[src/rtl/alu_issue_ctrl_if.sv]
`default_nettype none
// ============================================================================
// Module   : alu_issue_ctrl_if
// Brief    : Instruction handshake, ALU stage, write-back and branch signals
//            shared between the issue controller and its surroundings.
// Revision : 1.0 - initial release
// ============================================================================
interface alu_issue_ctrl_if;
    logic [31:0] Instr;
    logic        Instr_valid;
    logic        Instr_ready;
    logic [4:0]  RF_A_addr;
    logic [4:0]  RF_B_addr;
    logic [3:0]  ALU_func;
    logic        ALU_Bin_sel;
    logic [31:0] Immed;
    logic [31:0] ALU_out;
    logic        zero;
    logic        RF_WrEn;
    logic [4:0]  RF_Wr_addr;
    logic [31:0] RF_WrData;
    logic        Branch_taken;
    logic [31:0] Branch_offset;
    logic        Done;
    logic        Illegal;

    // Controller side: consumes instructions and ALU results
    modport slave (
        input  Instr, Instr_valid, ALU_out, zero,
        output Instr_ready, RF_A_addr, RF_B_addr, ALU_func, ALU_Bin_sel, Immed,
               RF_WrEn, RF_Wr_addr, RF_WrData, Branch_taken, Branch_offset,
               Done, Illegal
    );

    // Environment side: supplies instructions and ALU results
    modport master (
        output Instr, Instr_valid, ALU_out, zero,
        input  Instr_ready, RF_A_addr, RF_B_addr, ALU_func, ALU_Bin_sel, Immed,
               RF_WrEn, RF_Wr_addr, RF_WrData, Branch_taken, Branch_offset,
               Done, Illegal
    );
endinterface
`default_nettype wire

[src/rtl/alu_issue_ctrl.sv]
`default_nettype none
// ============================================================================
// Module   : alu_issue_ctrl
// Brief    : Four-state (IDLE/DECODE/EXEC/WB) issue controller for a single
//            ALU stage: decodes one instruction, drives ALU controls, captures
//            the ALU result and performs write-back / branch signalling.
// Config   : define ALU_ISSUE_BRANCH_EN to enable beq / bne / b.
// Revision : 1.0 - initial release
// ============================================================================
module alu_issue_ctrl (
    input wire              Clk,
    input wire              Reset_n,
    alu_issue_ctrl_if.slave bus
);
    typedef enum logic [1:0] {
        IDLE   = 2'd0,
        DECODE = 2'd1,
        EXEC   = 2'd2,
        WB     = 2'd3
    } state_t;

    localparam logic [5:0] c_op_rtype = 6'b100000;
    localparam logic [5:0] c_op_addi  = 6'b110000;
    localparam logic [5:0] c_op_andi  = 6'b110010;
    localparam logic [5:0] c_op_ori   = 6'b110011;
    localparam logic [5:0] c_op_li    = 6'b111000;
    localparam logic [5:0] c_op_lui   = 6'b111001;
    localparam logic [3:0] c_func_add = 4'b0000;
    localparam logic [3:0] c_func_sub = 4'b0001;
    localparam logic [3:0] c_func_and = 4'b0010;
    localparam logic [3:0] c_func_or  = 4'b0011;

`ifdef ALU_ISSUE_BRANCH_EN
    localparam logic [5:0] c_op_beq   = 6'b000000;
    localparam logic [5:0] c_op_bne   = 6'b000001;
    localparam logic [5:0] c_op_b     = 6'b111111;

    typedef enum logic [1:0] {
        BR_NONE   = 2'd0,
        BR_EQ     = 2'd1,
        BR_NE     = 2'd2,
        BR_ALWAYS = 2'd3
    } br_kind_t;
`endif

    // Instruction fields
    logic [5:0]  w_opcode;
    logic [4:0]  w_rs, w_rd, w_rt;
    logic [15:0] w_imm;
    assign w_opcode = bus.Instr[31:26];
    assign w_rs     = bus.Instr[25:21];
    assign w_rd     = bus.Instr[20:16];
    assign w_rt     = bus.Instr[15:11];
    assign w_imm    = bus.Instr[15:0];

    // Decoded controls for the offered instruction
    logic [3:0]  w_dec_func;
    logic        w_dec_bsel;
    logic [31:0] w_dec_immed;
    logic [4:0]  w_dec_rfa, w_dec_rfb, w_dec_dest;
    logic        w_dec_arith, w_dec_illegal;

    state_t      state_q, state_d;
    logic [3:0]  func_q, func_d;
    logic        bsel_q, bsel_d;
    logic [31:0] immed_q, immed_d;
    logic [4:0]  rfa_q, rfa_d, rfb_q, rfb_d, dest_q, dest_d;
    logic        arith_q, arith_d, illegal_q, illegal_d;
    logic [31:0] alu_out_q, alu_out_d;
    logic        w_in_wb;

`ifdef ALU_ISSUE_BRANCH_EN
    br_kind_t    w_dec_br;
    br_kind_t    br_q, br_d;
    logic        zero_q, zero_d;
    logic [31:0] br_off_q, br_off_d;
`endif

    // Opcode decode; unlisted opcodes become illegal with all ALU controls cleared
    always_comb begin
        w_dec_func    = c_func_add;
        w_dec_bsel    = 1'b0;
        w_dec_immed   = 32'h0;
        w_dec_rfa     = w_rs;
        w_dec_rfb     = w_rt;
        w_dec_dest    = w_rd;
        w_dec_arith   = 1'b1;
        w_dec_illegal = 1'b0;
`ifdef ALU_ISSUE_BRANCH_EN
        w_dec_br      = BR_NONE;
`endif
        case (w_opcode)
            c_op_rtype: w_dec_func = bus.Instr[3:0];
            c_op_addi: begin
                w_dec_bsel  = 1'b1;
                w_dec_immed = {{16{w_imm[15]}}, w_imm};
            end
            c_op_li: begin
                w_dec_rfa   = 5'd0;
                w_dec_bsel  = 1'b1;
                w_dec_immed = {{16{w_imm[15]}}, w_imm};
            end
            c_op_lui: begin
                w_dec_rfa   = 5'd0;
                w_dec_bsel  = 1'b1;
                w_dec_immed = {w_imm, 16'h0};
            end
            c_op_andi: begin
                w_dec_func  = c_func_and;
                w_dec_bsel  = 1'b1;
                w_dec_immed = {16'h0, w_imm};
            end
            c_op_ori: begin
                w_dec_func  = c_func_or;
                w_dec_bsel  = 1'b1;
                w_dec_immed = {16'h0, w_imm};
            end
`ifdef ALU_ISSUE_BRANCH_EN
            c_op_beq, c_op_bne: begin
                w_dec_func  = c_func_sub;
                w_dec_rfb   = w_rd;
                w_dec_arith = 1'b0;
                w_dec_br    = (w_opcode == c_op_beq) ? BR_EQ : BR_NE;
            end
            c_op_b: begin
                w_dec_arith = 1'b0;
                w_dec_br    = BR_ALWAYS;
            end
`endif
            default: begin
                w_dec_rfa     = 5'd0;
                w_dec_rfb     = 5'd0;
                w_dec_dest    = 5'd0;
                w_dec_arith   = 1'b0;
                w_dec_illegal = 1'b1;
            end
        endcase
    end

    // Next-state and held-control logic: latch on accept, capture ALU result
    // leaving EXEC, clear everything when WB completes
    always_comb begin
        state_d   = state_q;
        func_d    = func_q;
        bsel_d    = bsel_q;
        immed_d   = immed_q;
        rfa_d     = rfa_q;
        rfb_d     = rfb_q;
        dest_d    = dest_q;
        arith_d   = arith_q;
        illegal_d = illegal_q;
        alu_out_d = alu_out_q;
`ifdef ALU_ISSUE_BRANCH_EN
        br_d      = br_q;
        zero_d    = zero_q;
        br_off_d  = br_off_q;
`endif
        case (state_q)
            IDLE: begin
                if (bus.Instr_valid) begin
                    state_d   = DECODE;
                    func_d    = w_dec_func;
                    bsel_d    = w_dec_bsel;
                    immed_d   = w_dec_immed;
                    rfa_d     = w_dec_rfa;
                    rfb_d     = w_dec_rfb;
                    dest_d    = w_dec_dest;
                    arith_d   = w_dec_arith;
                    illegal_d = w_dec_illegal;
`ifdef ALU_ISSUE_BRANCH_EN
                    br_d      = w_dec_br;
                    br_off_d  = (w_dec_br != BR_NONE) ?
                                {{14{w_imm[15]}}, w_imm, 2'b00} : 32'h0;
`endif
                end
            end
            DECODE: state_d = EXEC;
            EXEC: begin
                state_d   = WB;
                alu_out_d = bus.ALU_out;
`ifdef ALU_ISSUE_BRANCH_EN
                zero_d    = bus.zero;
`endif
            end
            default: begin
                state_d   = IDLE;
                func_d    = 4'h0;
                bsel_d    = 1'b0;
                immed_d   = 32'h0;
                rfa_d     = 5'd0;
                rfb_d     = 5'd0;
                dest_d    = 5'd0;
                arith_d   = 1'b0;
                illegal_d = 1'b0;
                alu_out_d = 32'h0;
`ifdef ALU_ISSUE_BRANCH_EN
                br_d      = BR_NONE;
                zero_d    = 1'b0;
                br_off_d  = 32'h0;
`endif
            end
        endcase
    end

    // State and held-control registers, cleared asynchronously
    always_ff @(posedge Clk or negedge Reset_n) begin
        if (!Reset_n) begin
            state_q   <= IDLE;
            func_q    <= 4'h0;
            bsel_q    <= 1'b0;
            immed_q   <= 32'h0;
            rfa_q     <= 5'd0;
            rfb_q     <= 5'd0;
            dest_q    <= 5'd0;
            arith_q   <= 1'b0;
            illegal_q <= 1'b0;
            alu_out_q <= 32'h0;
`ifdef ALU_ISSUE_BRANCH_EN
            br_q      <= BR_NONE;
            zero_q    <= 1'b0;
            br_off_q  <= 32'h0;
`endif
        end else begin
            state_q   <= state_d;
            func_q    <= func_d;
            bsel_q    <= bsel_d;
            immed_q   <= immed_d;
            rfa_q     <= rfa_d;
            rfb_q     <= rfb_d;
            dest_q    <= dest_d;
            arith_q   <= arith_d;
            illegal_q <= illegal_d;
            alu_out_q <= alu_out_d;
`ifdef ALU_ISSUE_BRANCH_EN
            br_q      <= br_d;
            zero_q    <= zero_d;
            br_off_q  <= br_off_d;
`endif
        end
    end

    // Ready is masked by reset so it reads 0 while Reset_n is held low
    assign w_in_wb         = (state_q == WB);
    assign bus.Instr_ready = (state_q == IDLE) && Reset_n;
    assign bus.RF_A_addr   = rfa_q;
    assign bus.RF_B_addr   = rfb_q;
    assign bus.ALU_func    = func_q;
    assign bus.ALU_Bin_sel = bsel_q;
    assign bus.Immed       = immed_q;
    assign bus.RF_WrEn     = w_in_wb && arith_q && (dest_q != 5'd0);
    assign bus.RF_Wr_addr  = dest_q;
    assign bus.RF_WrData   = alu_out_q;
    assign bus.Done        = w_in_wb;
    assign bus.Illegal     = w_in_wb && illegal_q;

`ifdef ALU_ISSUE_BRANCH_EN
    assign bus.Branch_taken  = w_in_wb && ((br_q == BR_ALWAYS) ||
                                           ((br_q == BR_EQ) &&  zero_q) ||
                                           ((br_q == BR_NE) && !zero_q));
    assign bus.Branch_offset = br_off_q;
`else
    assign bus.Branch_taken  = 1'b0;
    assign bus.Branch_offset = 32'h0;
`endif

endmodule
`default_nettype wire

[src/flat_wrapper.sv]
// flat-port wrapper written by rule: the top's interface ports become plain ports
module alu_issue_ctrl_flat 
  (Clk, Reset_n, bus_Instr, bus_Instr_valid, bus_ALU_out, bus_zero, bus_Instr_ready, bus_RF_A_addr, bus_RF_B_addr, bus_ALU_func, bus_ALU_Bin_sel, bus_Immed, bus_RF_WrEn, bus_RF_Wr_addr, bus_RF_WrData, bus_Branch_taken, bus_Branch_offset, bus_Done, bus_Illegal);
  alu_issue_ctrl_if bus_i ();
  input wire Clk;
  input wire Reset_n;
  input wire logic [$bits(bus_i.Instr)-1:0] bus_Instr;
  input wire logic [$bits(bus_i.Instr_valid)-1:0] bus_Instr_valid;
  input wire logic [$bits(bus_i.ALU_out)-1:0] bus_ALU_out;
  input wire logic [$bits(bus_i.zero)-1:0] bus_zero;
  output wire logic [$bits(bus_i.Instr_ready)-1:0] bus_Instr_ready;
  output wire logic [$bits(bus_i.RF_A_addr)-1:0] bus_RF_A_addr;
  output wire logic [$bits(bus_i.RF_B_addr)-1:0] bus_RF_B_addr;
  output wire logic [$bits(bus_i.ALU_func)-1:0] bus_ALU_func;
  output wire logic [$bits(bus_i.ALU_Bin_sel)-1:0] bus_ALU_Bin_sel;
  output wire logic [$bits(bus_i.Immed)-1:0] bus_Immed;
  output wire logic [$bits(bus_i.RF_WrEn)-1:0] bus_RF_WrEn;
  output wire logic [$bits(bus_i.RF_Wr_addr)-1:0] bus_RF_Wr_addr;
  output wire logic [$bits(bus_i.RF_WrData)-1:0] bus_RF_WrData;
  output wire logic [$bits(bus_i.Branch_taken)-1:0] bus_Branch_taken;
  output wire logic [$bits(bus_i.Branch_offset)-1:0] bus_Branch_offset;
  output wire logic [$bits(bus_i.Done)-1:0] bus_Done;
  output wire logic [$bits(bus_i.Illegal)-1:0] bus_Illegal;
  assign bus_i.Instr = bus_Instr;
  assign bus_i.Instr_valid = bus_Instr_valid;
  assign bus_i.ALU_out = bus_ALU_out;
  assign bus_i.zero = bus_zero;
  assign bus_Instr_ready = bus_i.Instr_ready;
  assign bus_RF_A_addr = bus_i.RF_A_addr;
  assign bus_RF_B_addr = bus_i.RF_B_addr;
  assign bus_ALU_func = bus_i.ALU_func;
  assign bus_ALU_Bin_sel = bus_i.ALU_Bin_sel;
  assign bus_Immed = bus_i.Immed;
  assign bus_RF_WrEn = bus_i.RF_WrEn;
  assign bus_RF_Wr_addr = bus_i.RF_Wr_addr;
  assign bus_RF_WrData = bus_i.RF_WrData;
  assign bus_Branch_taken = bus_i.Branch_taken;
  assign bus_Branch_offset = bus_i.Branch_offset;
  assign bus_Done = bus_i.Done;
  assign bus_Illegal = bus_i.Illegal;
  alu_issue_ctrl u_core (.Clk(Clk), .Reset_n(Reset_n), .bus(bus_i));
endmodule
[config.mk]
export PLATFORM = sky130hd
export DESIGN_NAME = alu_issue_ctrl_flat
export DESIGN_NICKNAME = d
export VERILOG_FILES = /design/src/rtl/alu_issue_ctrl_if.sv /design/src/rtl/alu_issue_ctrl.sv /design/src/flat_wrapper.sv
export SDC_FILE = /design/constraint.sdc
export NUM_CORES = 1
export LEC_CHECK = 0
export CORE_MARGIN = 3
export CORE_UTILIZATION = 37
export CTS_BUF_LIST = sky130_fd_sc_hd__clkbuf_16
export CTS_CLUSTER_DIAMETER = 60
export DETAILED_ROUTE_END_ITERATION = 16
export GPL_TIMING_DRIVEN = 1
export PLACE_DENSITY = 0.76
export SKIP_LAST_GASP = 1
export SYNTH_ARGS = -nofsm -noshare
export SYNTH_HDL_FRONTEND = slang
export SYNTH_SLANG_ARGS = --single-unit
[constraint.sdc]
create_clock -name Clk -period 1.9 [get_ports Clk]
set_clock_uncertainty 0.2 [all_clocks]
set_input_delay 0.57 -clock Clk [delete_from_list [all_inputs] [get_ports Clk]]
set_output_delay 0.57 -clock Clk [all_outputs]
set_load 0.01 [all_outputs]
==> impl_metrics.yaml <==
outcome:
  outcome: "finished, violations left"
  failed_checks: "negative setup slack"
placement:
  dp_hpwl_um: 8386
  place_ws_ns: -0.5888
  gp_congestion: 0.8714
  portBuffers: 154
  dp.cells: 742
  dpl_cell_area_mm2: 0.005871
cells_and_area:
  drive_gt1_share_pct: 31.01
  fin_nets: 715
  fillCellCount: 854
  area_growth_syn_to_layout_pct: 71.39
  finalInstanceArea_mm2: 0.006933
  diodes: 0
  fin_cells: 781
  fin_util_pct: 66.26
detailed_routing:
  route.vias.total: 3881
  wirelength_um: 13430
  wl_per_cell_um: 17.20
  drtIter0Drc: 239
  drc: 0
  drt-vias-per-instance: 4.969
  firstDrtPassIters: 4
  ant_nets: 0
sta:
  fin_hold_ws_ns: 0.2788
  finalWorstSetupSlack_ns: -0.3754
  max_freq_mhz: 439.5
  finalMaxSlewViolations: 0
  tightest_slew_ns: 1.123
  hold_violations: 0
  post-route-period-util_pct: 119.8
  rsz0062_at_grt: "yes"
  period_minus_slack_ns: 2.275
  slew_headroom_pct: 25.10
  setup_viol: 17
synth:
  synthArstFlopShare_pct: 100.0
  synth_top_cell_area_share_pct: 54.44
  synth.avg_cell_area_um2: 9.235
  ys_warn_count: 0
  ys_seq_area_share_pct: 54.44
  yosys.area.top_type: "dfrtp_1"
  synth_cell_types: 37
  ys.flop_type: "dfrtp_1"
  post-synth-top-count-cell: "nand2_1"
  synthesis.area_mm2: 0.004045
  yosys-top-cells-area: "dfrtp_1, nand2_1, o21ai_0"
  synth_edf_count: 0
  synth-seq-cells: 88
  yosys-top-cells-count: "nand2_1, dfrtp_1, o21ai_0"
  synthCells: 438
floorplan:
  core_mm2: 0.01046
  rows: 37
  die_h_um: 110.6
  io_pins: 189
  dieWidth_um: 110.6
  start_util_pct: 38.66
  dieArea_mm2: 0.01222
power_and_ir_drop:
  p_leak_nw: 3.568
  p_per_area_mw_per_mm2: 1462
  irDropWorstVdd_mv: 0.7359
clock_network:
  root_buffer: "clkbuf_16"
  htreeDepth: 3
  clk_pin_slew_ns: 0.06
  cts_tree: "built"
  postCtsHoldBufs: 0
  cts_sinks: 88
  clk_latency_ns: 0.32
  clk_path_buf_depth: 2
  cts_inserted_buffers: 9
worst_setup_path:
  crit_path_max_fanout: 2
  critPathLaunchType: "flip-flop"
  critPathRequiredTime_ns: 1.13
  end_kind: "primary output"
  worstSetupPathType: "reg2out"
  cp_data_arrival_time_ns: 1.51
  regToRegSetupSlack_ns: -0.09
run:
  maxCapViolCount: 0
global_route:
  overflow: 0
  grt_pass1_vias: 3781
  grt_pass1_wl_um: 19450
  antenna_found_initial: 0
  grt_max_degree: 89
  grtUsageTotal_pct: 19.45
worst_hold_path:
  hp-class: "reg2reg"
==> final timing paths <==
kind,start,end,depth (start not counted)
max in group asynchronous,Reset_n,u_core.bus.RF_B_addr[1],2
max,u_core.bus.RF_Wr_addr[1],bus_RF_WrEn,3
min in group asynchronous,Reset_n,u_core.bus.RF_Wr_addr[1],2
min reg2reg,u_core.bus.RF_WrData[18],u_core.bus.RF_WrData[18],2
min,u_core.bus.RF_WrData[18],u_core.bus.RF_WrData[18],2
max reg2reg,u_core.state_q[1],u_core.bus.RF_A_addr[1],10
==> cell usage in the layout, fill, tap and decap left out, types with 24 or more instances in the layout <==
cell / synthesis / routed
dlygate4sd2_1: 0 / 82
dfrtp_1: 88 / 88
o21ai_1: 4 / 35
conb_1: 1 / 33
nand2_1: 148 / 97
clkdlybuf4s50_1: 0 / 58
buf_4: 35 / 36
nand2_4: 0 / 24
o21ai_2: 6 / 37
nand2_2: 0 / 27
==> metrics by stage <==
stage,setup TNS [ns],power [mW]
final,-1.556,10.14
after detailed placement,-25.33,6.091
after global placement,-22.96,5.984
after floorplan,0,4.484
after CTS,-2.281,8.433
after global routing,-3.730,10.66
==> flip-flops by register name, summed over array words and instances, names as in the netlist <==
name,cells
u_core.bus.Immed,32
u_core.bus.RF_WrData,32
u_core.bus.RF_A_addr,5
u_core.bus.RF_B_addr,5
u_core.bus.RF_Wr_addr,5
u_core.bus.ALU_func,4
u_core.state_q,2
u_core.arith_q,1
u_core.bus.ALU_Bin_sel,1
u_core.illegal_q,1
==> critical path, cell delays in order (launching register included) <==
cell	delay (ns)
dfrtp_1	0.37
or3_1	0.39
o311a_1	0.29
buf_2	0.14
==> per-layer routing <==
metal	GRT usage [%]	vias to the layer above	share of wire, %
met5	0	-	0
met4	5.008	0	1.3
met3	5.370	12	6.8
met2	33.70	164	52
met1	23.93	1914	40
li1	-	1791	-
==> kinds of logic after synthesis <==
group | share of synthesized area, %
simple gates | 17.32
compound gates | 15.78
buf+inv | 10.30
mux | 0.5258
fa+ha+maj | 1.547
other cells | 0.09270
flops | 54.44
==> cell type report <==
cell class | count | area (um^2) | share of cell area (%)
inverter | 4 | 20.02 | 0.2888
clock buffer | 9 | 225.2 | 3.249
clock inverter | 5 | 73.82 | 1.065
multi-input combinational | 320 | 1993 | 28.75
timing repair buffer | 219 | 2248 | 32.43
sequential | 88 | 2202 | 31.76
tap | 136 | 170.2 | 2.454
==> repair_timing <==
action	4_1_cts	5_1_grt
cloned	5	10
buffers inserted	6	7
resized for setup	139	193
setup endpoints to repair	141	90
pin swaps	6	33
==> report_power, final <==
| part | leakage (nW) | total, mW | switching, mW | internal (mW) |
|---|---|---|---|---|
| combinational | 2.22 | 5.78 | 3.05 | 2.73 |
| clock | 0.149 | 1.79 | 0.665 | 1.13 |
| sequential | 1.20 | 2.56 | 0.269 | 2.29 |
Power figures use the tool's default switching activity.
